$ cat src/rtl/fetch_stage_pkg.sv
// fetch_stage_pkg: shared widths, fetch FSM encoding and queue entry layout.
package fetch_stage_pkg;
    localparam int ADDR_W  = 16;
    localparam int INSTR_W = 16;
    localparam int DEPTH   = 2;
    localparam int ENTRY_W = ADDR_W + INSTR_W;
    typedef enum logic [1:0] {
        IDLE  = 2'd0,
        FETCH = 2'd1,
        DROP  = 2'd2
    } state_t;
    typedef struct packed {
        logic [ADDR_W-1:0]  pc;
        logic [INSTR_W-1:0] instr;
    } entry_t;
endpackage

$ cat src/rtl/fetch_stage_if.sv
// fetch_stage_if: PC, instruction memory and decoder signals of the fetch stage.
interface fetch_stage_if;
    import fetch_stage_pkg::*;
    logic [ADDR_W-1:0]  i_pc;
    logic               i_redirect;
    logic               o_pc_hold;
    logic               o_mem_req;
    logic [ADDR_W-1:0]  o_mem_addr;
    logic               i_mem_ack;
    logic [INSTR_W-1:0] i_mem_rdata;
    logic               o_ir_valid;
    logic [INSTR_W-1:0] o_ir;
    logic [ADDR_W-1:0]  o_ir_pc;
    logic               i_dec_ready;
    modport master (
        input  i_pc, i_redirect, i_mem_ack, i_mem_rdata, i_dec_ready,
        output o_pc_hold, o_mem_req, o_mem_addr, o_ir_valid, o_ir, o_ir_pc
    );
    modport slave (
        output i_pc, i_redirect, i_mem_ack, i_mem_rdata, i_dec_ready,
        input  o_pc_hold, o_mem_req, o_mem_addr, o_ir_valid, o_ir, o_ir_pc
    );
endinterface

$ cat src/rtl/fetch_queue.sv
// fetch_queue: 2-entry FIFO of {pc, instr} pairs; clear beats push beats pop.
module fetch_queue
    import fetch_stage_pkg::*;
(
    input  logic       clk,
    input  logic       rst,
    input  logic       push,
    input  logic       pop,
    input  logic       clear,
    input  entry_t     din,
    output logic [1:0] count,
    output entry_t     head
);
    entry_t mem [DEPTH];
    logic   wr_ptr, rd_ptr;
    always_ff @(posedge clk) begin
        if (rst) begin
            for (int i = 0; i < DEPTH; i++) mem[i] <= '0;
            count  <= '0;
            wr_ptr <= 1'b0;
            rd_ptr <= 1'b0;
        end else if (clear) begin
            count  <= '0;
            wr_ptr <= 1'b0;
            rd_ptr <= 1'b0;
        end else begin
            if (push) begin
                mem[wr_ptr] <= din;
                wr_ptr      <= !wr_ptr;
            end
            if (pop) rd_ptr <= !rd_ptr;
            count <= count + 2'(push) - 2'(pop);
        end
    end
    assign head = mem[rd_ptr];
endmodule

$ cat src/rtl/fetch_stage.sv
// fetch_stage: issues one instruction read per PC step and queues results for decode.
module fetch_stage
    import fetch_stage_pkg::*;
(
    input logic           clk,
    input logic           RESET,
    fetch_stage_if.master bus
);
    state_t     state, state_next;
    logic       launch, push, pop;
    logic [1:0] count;
    entry_t     din, head;
    always_ff @(posedge clk) begin
        if (RESET) begin
            state          <= IDLE;
            bus.o_mem_addr <= '0;
        end else begin
            state <= state_next;
            if (launch) bus.o_mem_addr <= bus.i_pc;
        end
    end
    always_comb begin
        state_next = state;
        launch     = 1'b0;
        push       = 1'b0;
        case (state)
            IDLE: begin
                launch     = !bus.i_redirect && count < 2'(DEPTH);
                state_next = launch ? FETCH : IDLE;
            end
            FETCH: begin
                push       = bus.i_mem_ack && !bus.i_redirect;
                state_next = bus.i_mem_ack ? IDLE : bus.i_redirect ? DROP : FETCH;
            end
            DROP:    state_next = bus.i_mem_ack ? IDLE : DROP;
            default: state_next = IDLE;
        endcase
    end
    // The PC advances exactly when a wanted instruction lands in the queue.
    assign bus.o_pc_hold  = !push;
    assign bus.o_mem_req  = state != IDLE;
    assign bus.o_ir_valid = count != 2'd0;
    assign bus.o_ir       = head.instr;
    assign bus.o_ir_pc    = head.pc;
    assign pop            = bus.o_ir_valid && bus.i_dec_ready;
    assign din            = '{pc: bus.o_mem_addr, instr: bus.i_mem_rdata};
    fetch_queue u_queue (
        .clk   (clk),
        .rst   (RESET),
        .push  (push),
        .pop   (pop),
        .clear (bus.i_redirect),
        .din   (din),
        .count (count),
        .head  (head)
    );
endmodule

$ cat src/flat_wrapper.sv
// flat-port wrapper written by rule: the top's interface ports become plain ports
module fetch_stage_flat import fetch_stage_pkg::*;
  (clk, RESET, bus_i_pc, bus_i_redirect, bus_i_mem_ack, bus_i_mem_rdata, bus_i_dec_ready, bus_o_pc_hold, bus_o_mem_req, bus_o_mem_addr, bus_o_ir_valid, bus_o_ir, bus_o_ir_pc);
  fetch_stage_if bus_i ();
  input logic clk;
  input logic RESET;
  input wire logic [$bits(bus_i.i_pc)-1:0] bus_i_pc;
  input wire logic [$bits(bus_i.i_redirect)-1:0] bus_i_redirect;
  input wire logic [$bits(bus_i.i_mem_ack)-1:0] bus_i_mem_ack;
  input wire logic [$bits(bus_i.i_mem_rdata)-1:0] bus_i_mem_rdata;
  input wire logic [$bits(bus_i.i_dec_ready)-1:0] bus_i_dec_ready;
  output wire logic [$bits(bus_i.o_pc_hold)-1:0] bus_o_pc_hold;
  output wire logic [$bits(bus_i.o_mem_req)-1:0] bus_o_mem_req;
  output wire logic [$bits(bus_i.o_mem_addr)-1:0] bus_o_mem_addr;
  output wire logic [$bits(bus_i.o_ir_valid)-1:0] bus_o_ir_valid;
  output wire logic [$bits(bus_i.o_ir)-1:0] bus_o_ir;
  output wire logic [$bits(bus_i.o_ir_pc)-1:0] bus_o_ir_pc;
  assign bus_i.i_pc = bus_i_pc;
  assign bus_i.i_redirect = bus_i_redirect;
  assign bus_i.i_mem_ack = bus_i_mem_ack;
  assign bus_i.i_mem_rdata = bus_i_mem_rdata;
  assign bus_i.i_dec_ready = bus_i_dec_ready;
  assign bus_o_pc_hold = bus_i.o_pc_hold;
  assign bus_o_mem_req = bus_i.o_mem_req;
  assign bus_o_mem_addr = bus_i.o_mem_addr;
  assign bus_o_ir_valid = bus_i.o_ir_valid;
  assign bus_o_ir = bus_i.o_ir;
  assign bus_o_ir_pc = bus_i.o_ir_pc;
  fetch_stage u_core (.clk(clk), .RESET(RESET), .bus(bus_i));
endmodule
$ cat config.mk
export PLATFORM = sky130hd
export DESIGN_NAME = fetch_stage_flat
export DESIGN_NICKNAME = d
export VERILOG_FILES = /design/src/rtl/fetch_stage_pkg.sv /design/src/rtl/fetch_stage_if.sv /design/src/rtl/fetch_queue.sv /design/src/rtl/fetch_stage.sv /design/src/flat_wrapper.sv
export SDC_FILE = /design/constraint.sdc
export NUM_CORES = 1
export LEC_CHECK = 0
export CAP_MARGIN = 20
export CORE_MARGIN = 3
export CORE_UTILIZATION = 30
export CTS_CLUSTER_DIAMETER = 30
export DETAILED_ROUTE_END_ITERATION = 10
export SYNTH_ARGS = -nofsm -noshare
export SYNTH_HDL_FRONTEND = slang
export SYNTH_SLANG_ARGS = --single-unit
export TNS_END_PERCENT = 30
$ cat constraint.sdc
create_clock -name clk -period 7.35 [get_ports clk]
set_clock_uncertainty 0.1 [all_clocks]
set_input_delay 0.735 -clock clk [delete_from_list [all_inputs] [get_ports clk]]
set_output_delay 0.735 -clock clk [all_outputs]
set_load 0.01 [all_outputs]
After elaboration in Yosys (flattened, before gate mapping) --
Memories as Yosys holds them, arrays and structs flattened. A register that Yosys moved wholly into a read port is not among the register bits. Cells that the tools add are included.
Word-level totals: bits of input ports 37, word-level logic and storage cells 41, register bits 22, output and inout port bits 51, memories 1, RAM bits 64
Memory list:
- u_core.u_queue.mem | depth 2, width 32, rd ports 1, clocked after Yosys merged registers in 1, write ports 2, RTL line fetch_queue.sv:14 | entry_t mem [DEPTH];
Operators by class: mux-type cells 18, equality and inequality tests 2, add/sub/neg operators 2, reductions and logical operators 12, magnitude comparators 1
Operator list (count):
- 2-to-1 mux 32 bit | 1
- OR reduction 32 bit | 1
- 2-to-1 mux 1 bit | 13
- 2-to-1 mux 2 bit | 3
- case mux 2 bit (3 select lines) | 1
- zero test 1 bit | 4
- nonzero test 2 bit | 2
- logical AND 1 bit | 3
- adder 2 x 1 -> 2 bit | 1
- == test 2 x 1 -> 1 bit (second input constant) | 1
- == test 2 bit (second input constant) | 1
- zero test 2 bit | 1
- less-than comparator 2 bit (second input constant) | 1
- OR reduction 2 bit | 1
- subtractor 2 x 1 -> 2 bit | 1

Logic depth before layout (Yosys ltp) --
word-level depth 9, gate-level depth with buffers 9, depth with buffers taken out 6

Modules after synthesis --
Synthesis repeated with hierarchy kept, for this count alone.
Unflattened totals: cells, all modules 283, area, all modules 3900.0 um^2
By module, submodules not included:
- fetch_queue | times used 1, cells each 200, sequential area each 2021.9 um^2, area an instance 3061.7 um^2
- fetch_stage | times used 1, cells each 83, sequential area each 360.3 um^2, area an instance 838.3 um^2

Worst setup path after synthesis --
No wires, ideal clock.
path kind input port to flip-flop, from in bus_i_redirect, to mem u_core.u_queue.mem[0][0] (netlist name), enable pin, buffers on the path 3, data arrival time 2.937 ns, stages 5, setup slack 3.885 ns, cells stage by stage buf_2 -> nand4bb_1 -> buf_2 -> buf_2 -> o21bai_1
RTL lines:
- start, declared | RTL line flat_wrapper.sv:8 | input wire logic [$bits(bus_i.i_redirect)-1:0] bus_i_redirect;
- end, declared | RTL line fetch_queue.sv:14

Worst setup path after layout --
from in bus_i_redirect, to out bus_o_pc_hold
Between the ends: word-level cells in the longest chain between the ends 4
RTL lines:
- zero test 1 bit | RTL line fetch_stage.sv:32 | push = bus.i_mem_ack && !bus.i_redirect;
- logical AND 1 bit | RTL line fetch_stage.sv:32
- 2-to-1 mux 1 bit | RTL line fetch_stage.sv:26 | case (state)
- zero test 1 bit | RTL line fetch_stage.sv:40 | assign bus.o_pc_hold = !push;
- end, declared | RTL line flat_wrapper.sv:12 | output wire logic [$bits(bus_i.o_pc_hold)-1:0] bus_o_pc_hold;
Every way passes these cells.

==> flow_metrics.tcl <==
set metrics [dict create \
    ff_latch_area_um2 2380 \
    dp_hpwl_mm 5.79 \
    crit_end "bus_o_pc_hold" \
    cts-root-buf "clkbuf_16" \
    die-area_um2 15000 \
    fin_crit_ps 3260 \
    ios 88 \
    detail-route-antenna-nets 0 \
    final.setup.tns_ps 0 \
    rsz0062_at_grt "false" \
    cts_hold_buf 0 \
    avgSynthCellArea_um2 12.7 \
    worstPathArrival_ps 2420 \
    syn_inst 322 \
    cp_slowest_stage_delay_ps 630 \
    fin_crit_sh_pct 44.3 \
    port_buffers 87 \
    worstSetupStartpointType "input pin" \
    cts_tree "done" \
    min_from "u_core.bus.o_mem_addr[3]$_SDFFE_PP0P_" \
    routabilityCongestion 0.690 \
    area_growth_pct 33.0 \
    antenna_found_initial 0 \
    drtIter0Drc 116 \
    dr.pass1.iters 4 \
    worst_r2r_endpoint "u_core.u_queue.mem[0][26]$_SDFFCE_PN0P_" \
    place_inst 556 \
    worst_slew_pin_slew_ps 1010 \
    grt_pass1_wl_mm 14.2 \
    peakVddDrop_mv 0.116 \
    critical_path_buf_inv_count 2 \
    post_cts_resized 0 \
    leakagePower_nw 1.82 \
    clock_path_buffers 2 \
    core_um2 13000 \
    drive_gt1_share_pct 17.2 \
    finalNonFillerCells 573 \
    post-cts-setup-buffers 0 \
    status "completed" \
    worstSetupStartpoint "bus_i_redirect" \
    rr_startpoint "u_core.state[0]$_SDFF_PP0_" \
    critPathTopFamily "buffers and inverters" \
    cpMostUsedCell "clkdlybuf4s50_1" \
    setup_viol 0 \
    min_path_type "reg2reg" \
    maxCapViolCount 0 \
    final_nets 435 \
    required_ps 6510 \
    netlist_area_um2 4080 \
    gr-total-overflow 0 \
    multi_input_area_um2 1560 \
    die_h_um 123 \
    rows 41 \
    drc 0 \
    mostFrequentLayoutCells "86 x clkdlybuf4s50_1, 64 x edfxtp_1, 49 x nand2b_1, 46 x nor3_1, 33 x mux2_2" \
    power.density_nw_per_um2 215 \
    synth_warnings 0 \
    viasPerCell 4.62 \
    grt_pass1_vias 2711 \
    synth_seq_area_share_pct 58.4 \
    die_w_um 123 \
    synth_cell_type_count 29 \
    crit_path_end_kind "output port" \
    critPathKind "in2out" \
    slew_headroom_pct 32.2 \
    totalWireLength_mm 9.02 \
    avgRoutedWirePerCell_um 15.7 \
    cp_cell_sequence "clkdlybuf4s50_1 -> or4bb_1 -> clkdlybuf4s50_1" \
    track_usage_pct 12.3 \
    drv_slew 0 \
    cts_htree_levels 3 \
    crit_slowest_cell "clkdlybuf4s50_1" \
    reg2reg_depth 3 \
    cts_sinks 87 \
    ff2ff_setup_slack_ps 5080 \
    synth_nets 361 \
    max_freq_mhz 307 \
    clk_pin_slew_ps 60 \
    n_fill_cell 1219 \
    cts-buffers-inserted 9 \
    grt_max_degree 59 \
    initial_core_util_pct 31.4 \
    num_vias 2650 \
    hold_depth 2 \
    antenna_cells 0 \
    clk_latency_ps 340 \
    crit_path_max_fanout 11 \
    ys_ff_latch 87 \
    cp_num_cells 3 \
    final_hold_viol_count 0 \
    final_common_cell "clkdlybuf4s50_1" \
]
cell usage after synthesis (all sizes together):
cell	number	area, um^2
a211oi	1	7.51
and2b	1	7.51
buf	16	88.8
clkbuf	14	52.6
dfxtp	23	460
edfxtp	64	1920
ha	2	25.0
inv	7	26.3
mux2	35	394
mux2i	16	160
nand2	12	45.0
nand2b	49	307
nand3b	1	7.51
nand4bb	1	11.3
nor3	46	230
nor3b	4	30.0
nor4	11	83.8
nor4b	11	146
o21a	1	7.51
o21bai	2	15.0
or2	2	12.5
or3	1	6.26
or4bb	1	11.3
xnor3	1	22.5
worst register-to-register path, cell delays in order (launching register included):
cell and delay [ps]:
dfxtp_1 520, nand4bb_2 230, buf_12 230, o21bai_4 800
state kept, by name (all words and copies together) (netlist names), named ones only:
| name | count |
|---|---|
| u_core.u_queue.count | 2 |
| u_core.bus.o_mem_addr | 16 |
| u_core.u_queue.mem | 64 |
| u_core.u_queue.rd_ptr | 1 |
| u_core.state | 2 |
| u_core.u_queue.wr_ptr | 1 |
power by group:
part / total [mW] / internal, mW / switching (mW)
sequential: 0.558 / 0.547 / 0.0118
combinational: 0.119 / 0.0655 / 0.0536
clock: 0.487 / 0.299 / 0.188
total: 1.16 / 0.911 / 0.254
final cells by class:
cell class / instances / share of cell area (%)
sequential: 87 / 43.9
clock inverter: 7 / 1.78
timing repair buffer: 93 / 17.0
clock buffer: 9 / 4.15
tap: 172 / 3.96
inverter: 7 / 0.484
multi-input combinational: 198 / 28.7
layer usage:
layer,track usage [%],vias up,wire (um)
met1,15.8,1260,4190
met3,2.49,10,393
met5,0,-,0
met4,5.60,0,153
li1,-,1318,-
met2,20.0,62,4280
how the worst min path moves through the flow:
stage | slack [ps] | end
after floorplan | 400 | u_core.bus.o_mem_addr[2]$_SDFFE_PP0P_
after global placement | 400 | u_core.bus.o_mem_addr[3]$_SDFFE_PP0P_
after detailed placement | 400 | u_core.bus.o_mem_addr[14]$_SDFFE_PP0P_
after CTS | 420 | u_core.bus.o_mem_addr[3]$_SDFFE_PP0P_
after global routing | 450 | u_core.bus.o_mem_addr[10]$_SDFFE_PP0P_
final | 410 | u_core.bus.o_mem_addr[3]$_SDFFE_PP0P_
per-stage QoR:
| stage | hold WS [ps] | cell area (um^2) | power [mW] | setup slack, ps | util [%] |
|---|---|---|---|---|---|
| floorplan | 404 | 4080 | 0.625 | 3890 | - |
| global placement | 402 | 5090 | 0.687 | 3310 | 39.2 |
| detailed placement | 404 | 5090 | 0.689 | 3210 | 39.2 |
| CTS | 419 | 5410 | 1.18 | 3570 | 41.7 |
| global route | 448 | 5430 | 1.20 | 4020 | 41.8 |
| finish | 413 | 5430 | 1.16 | 4090 | 41.8 |
kinds of logic after synthesis:
group	count (synthesis)	share of synthesized area, %
AO/OA/AOI/OAI	4	0.736
XOR/XNOR	1	0.552
multiplexers	51	13.6
buffers and inverters	37	4.11
AND/OR/NAND/NOR	140	22.0
flip-flops	87	58.4
adder cells (fa/ha/maj)	2	0.613
(Power assumes the default switching activity.)
